File: src/rtl/mul_seq.sv
`default_nettype none
// ============================================================================
// Module   : mul_seq
// Brief    : Sequential shift-and-add multiplier, STEP multiplier bits per
//            cycle, unsigned or two's-complement operands, N+1 cycle latency.
// Revision : 1.0
// ============================================================================
module mul_seq #(
    parameter int WIDTH = 8,
    parameter int STEP  = 1
) (
    input  logic                 clk,
    input  logic                 rst,
    input  logic                 start,
    input  logic [WIDTH-1:0]     a,
    input  logic [WIDTH-1:0]     b,
    input  logic                 signed_i,
    output logic [2*WIDTH-1:0]   result,
    output logic                 busy,
    output logic                 done
);

    localparam int N  = WIDTH / STEP;
    localparam int CW = (N > 1) ? $clog2(N) : 1;
    localparam int PW = 2 * WIDTH;

    typedef enum logic [1:0] {
        IDLE = 2'd0,
        CALC = 2'd1,
        FIX  = 2'd2
    } state_t;

    state_t             state_q,  state_d;
    logic [CW-1:0]      cnt_q,    cnt_d;
    logic [PW-1:0]      acc_q,    acc_d;
    logic [PW-1:0]      mcand_q,  mcand_d;
    logic [WIDTH-1:0]   mplier_q, mplier_d;
    logic               neg_q,    neg_d;
    logic [PW-1:0]      result_q, result_d;
    logic               done_q,   done_d;

    logic [WIDTH-1:0]   a_mag;
    logic [WIDTH-1:0]   b_mag;
    logic [PW-1:0]      partial;

    // Magnitudes fit in WIDTH unsigned bits, even for the most-negative value.
    assign a_mag   = (signed_i && a[WIDTH-1]) ? -a : a;
    assign b_mag   = (signed_i && b[WIDTH-1]) ? -b : b;
    assign partial = mcand_q * PW'(mplier_q[STEP-1:0]);

    always_comb begin
        state_d  = state_q;
        cnt_d    = cnt_q;
        acc_d    = acc_q;
        mcand_d  = mcand_q;
        mplier_d = mplier_q;
        neg_d    = neg_q;
        result_d = result_q;
        done_d   = 1'b0;
        case (state_q)
            IDLE: begin
                if (start) begin
                    mcand_d  = PW'(a_mag);
                    mplier_d = b_mag;
                    acc_d    = '0;
                    cnt_d    = '0;
                    neg_d    = signed_i & (a[WIDTH-1] ^ b[WIDTH-1]);
                    state_d  = CALC;
                end
            end
            CALC: begin
                acc_d    = acc_q + partial;
                mcand_d  = mcand_q << STEP;
                mplier_d = mplier_q >> STEP;
                cnt_d    = cnt_q + CW'(1);
                if (cnt_q == CW'(N - 1)) begin
                    cnt_d   = '0;
                    state_d = FIX;
                end
            end
            FIX: begin
                result_d = neg_q ? -acc_q : acc_q;
                done_d   = 1'b1;
                state_d  = IDLE;
            end
            default: state_d = IDLE;
        endcase
    end

    always_ff @(posedge clk or posedge rst) begin
        if (rst) begin
            state_q  <= IDLE;
            cnt_q    <= '0;
            acc_q    <= '0;
            mcand_q  <= '0;
            mplier_q <= '0;
            neg_q    <= 1'b0;
            result_q <= '0;
            done_q   <= 1'b0;
        end else begin
            state_q  <= state_d;
            cnt_q    <= cnt_d;
            acc_q    <= acc_d;
            mcand_q  <= mcand_d;
            mplier_q <= mplier_d;
            neg_q    <= neg_d;
            result_q <= result_d;
            done_q   <= done_d;
        end
    end

    assign result = result_q;
    assign busy   = (state_q != IDLE);
    assign done   = done_q;

endmodule
`default_nettype wire

File: config.mk
export PLATFORM = sky130hd
export DESIGN_NAME = mul_seq
export DESIGN_NICKNAME = d
export VERILOG_FILES = /design/src/rtl/mul_seq.sv
export SDC_FILE = /design/constraint.sdc
export NUM_CORES = 1
export LEC_CHECK = 0
export CAP_MARGIN = 20
export CORE_MARGIN = 4
export CORE_UTILIZATION = 60
export DETAILED_ROUTE_END_ITERATION = 12
export PLACE_DENSITY = 0.93
export SYNTH_ARGS = -nofsm -noshare
export SYNTH_HDL_FRONTEND = slang
export SYNTH_SLANG_ARGS = --single-unit
File: constraint.sdc
create_clock -name clk -period 4.1 [get_ports clk]
set_clock_uncertainty 0.2 [all_clocks]
set_input_delay 0.82 -clock clk [delete_from_list [all_inputs] [get_ports clk]]
set_output_delay 0.82 -clock clk [all_outputs]
set_load 0.1 [all_outputs]
==> impl_metrics.ini <==
[power_and_ir_drop]
comb_power_share = 0.532
switchingPower_w = 0.00174
power_density_nw_per_um2 = 805
p_leak_nw = 1.98
p_int_w = 0.00181
seq_power_share = 0.323
clock_power_share = 0.145
p_sw_frac = 0.491
peakVddDrop_v = 0.000625

[yosys]
synth-seq-cells = 63
synth_nets = 457
synth_edf_count = 0
ys_types = 47
ys_async_sr_fraction = 1.00
netlist_area_um2 = 3780
syn_area_per_cell_um2 = 9.10
netlist_instances = 416
ys_seq_area_frac = 0.417
yosys_warnings = 0
synth_ff_type = dfrtp_1

[clock_network]
cts_tree = yes
post_cts_buffers = 0
post_cts_resized = 0
cts_htree_levels = 3
worstSkewPairLatency_ns = 0.34
cts_buffer_depth = 2
cts-buffers-inserted = 9
clock-sinks = 63
cts-root-buf = clkbuf_8
holdBufCountCts = 0
path_clk_slew_ns = 0.07

[critical_path]
crit_type = flip-flop to flip-flop
crit_fanout = 17
cp_slowest_cell = dfrtp_1
cp_cell_sequence = and2_1 > ha_1 > inv_1 > fa_1 > nor2b_1 > o2111ai_1 > a2111oi_0 > o31ai_1 > a32o_1
cp.arrival_ns = 3.13
worstPathRequired_ns = 4.12
cp-start-kind = flip-flop
cpPeakStageDelay_ns = 0.59
worst_setup_path_end_kind = flip-flop

[cells_and_area]
area_delta_synth_final_pct = 16.5
fin_nets = 494
antenna_cells = 0
drive_gt1_frac = 0.0614
fin_util = 0.732

[sta]
worst_slew_pin_slew_ns = 0.969
fin_crit_sh = 0.757
rsz0062_at_grt = false
layout_min_cycle_time_ns = 3.10
max_slew_margin = 0.352
fmax_mhz = 322
final-hold-violation-count = 0
setup_viol = 0
slew_viol_final = 0
tns_ns = 0

[flow_run]
max_cap_viol_count = 0

[status]
run_status = finished, final reports clean

[floorplan]
start_util = 0.628
rows = 28
dieArea_um2 = 7640
coreArea_um2 = 6030
io_pins = 38
die_w_um = 87.4
die_h_um = 87.4

[detailed_routing]
viasPerCell = 6.08
drt_wl_total_um = 8380
drtAntennaViolNets = 0
drc_errors = 0
wl_per_cell_um = 15.8
drt-initial-drc-count = 188
first_pass_iters = 5
vias = 3231

[grt]
grt_pass1_wl_um = 14300
overflow = 0
grt_pass1_vias = 3122
antenna_found_initial = 0
track_usage = 0.238
grt_max_degree = 34

[placed_design]
portBuffers = 37
gp_congestion = 0.866
hpwlAfterDp_um = 6390

[min_path]
hold_class = flip-flop to flip-flop
-- logic make-up (layout without fill, tap and decap cells) --
family	Yosys count	in the layout	share of synthesized area
AO/OA/AOI/OAI	142	142	0.243
XOR/XNOR	33	33	0.0764
adder cells (fa/ha/maj)	21	21	0.0714
buffers and inverters	34	74	0.0337
flip-flops	63	63	0.417
multiplexers	1	1	0.00264
AND/OR/NAND/NOR	122	122	0.156
-- critical path: cells and delay by family (launching register included) --
| kind | cells | cell delay (ns) |
|---|---|---|
| compound gates | 4 | 1.21 |
| fa+ha+maj | 2 | 0.58 |
| buf+inv | 1 | 0.06 |
| simple gates | 2 | 0.35 |
| flops | 1 | 0.59 |
-- synthesized netlist by cell type, types with 6 or more instances --
cell type | count | area share
o31ai_1 | 7 | 0.014
xnor2_1 | 19 | 0.044
nand2_1 | 58 | 0.058
nor2_1 | 13 | 0.013
a22o_1 | 13 | 0.030
ha_1 | 20 | 0.066
a21o_1 | 6 | 0.012
inv_1 | 19 | 0.019
a21oi_1 | 22 | 0.029
clkbuf_1 | 15 | 0.015
dfrtp_1 | 63 | 0.42
and2_1 | 16 | 0.026
xor2_1 | 14 | 0.032
o21ai_0 | 52 | 0.069
a22oi_1 | 10 | 0.020
-- layout by cell type, fill, tap and decap left out, types with 4 or more instances in the layout --
master,n
nand2b_1,4
clkdlybuf4s50_1,36
xnor2_1,19
o21ai_0,52
a21o_1,6
nand2_1,58
nand3_1,4
a31oi_1,5
inv_1,18
or2_2,4
ha_1,20
a22o_1,13
xor2_1,14
a22oi_1,10
a32o_1,5
or3_1,5
nor3_1,5
and2_1,16
a21oi_1,22
clkbuf_8,10
dfrtp_1,63
buf_4,5
nor2_1,13
o31ai_1,7
-- registers in the layout, indices dropped and copies added (netlist names) --
signal,count
result,16
done,1
cnt_q,3
mcand_q,16
acc_q,16
state_q,2
neg_q,1
mplier_q,8
-- metal layers --
| layer | wire [um] | track usage |
|---|---|---|
| met1 | 3570 | 0.297 |
| met2 | 4030 | 0.399 |
| met3 | 479 | 0.0341 |
| met4 | 297 | 0.121 |
| met5 | 0 | 0 |
-- stage by stage --
stage	power [W]	instance area, um2	hold slack, ns	instances	worst slack, ns
2_1_floorplan	0.00257	3780	0.250	416	1.46
3_3_place_gp	0.00297	4220	0.261	517	1.18
3_5_place_dp	0.00304	4220	0.270	517	1.05
4_1_cts	0.00356	4410	0.284	531	1.04
5_1_grt	0.00378	4410	0.321	531	0.773
6_report	0.00355	4410	0.278	531	0.995
-- layout make-up --
class                           count  area, um2
Clock inverter                      4       47.5
Fill cell                         455       1620
Timing Repair Buffer               41        398
Sequential cell                    63       1580
Clock buffer                       10        138
Tap cell                           75       93.8
Multi-Input combinational cell    319       2080
Inverter                           19       71.3
-- final timing paths --
path / start / to / slack [ns] / cells past startpoint
setup / recovery: mplier_q[0]$_DFFE_PP0P_ / acc_q[14]$_DFFE_PP0P_ / 1.0 / 9
hold / removal: result[11]$_DFFE_PP0P_ / result[11]$_DFFE_PP0P_ / 0.28 / 2
setup reg to reg: mplier_q[0]$_DFFE_PP0P_ / acc_q[14]$_DFFE_PP0P_ / 1.0 / 9
hold reg to reg: result[11]$_DFFE_PP0P_ / result[11]$_DFFE_PP0P_ / 0.28 / 2
max in group asynchronous: rst / mplier_q[5]$_DFFE_PP0P_ / 2.50 / 3
min in group asynchronous: rst / done$_DFF_PP0_ / 0.54 / 2
-- power groups by stage --
stage	clock, W	sequential (W)	combinational, W
5_1_grt	0.000552	0.00119	0.00204
2_1_floorplan	0	0.00160	0.000970
4_1_cts	0.000525	0.00114	0.00189
6_report	0.000513	0.00115	0.00189
3_5_place_dp	0	0.00115	0.00189
3_3_place_gp	0	0.00114	0.00183
Note: power is estimated with default switching activity, not from simulation.
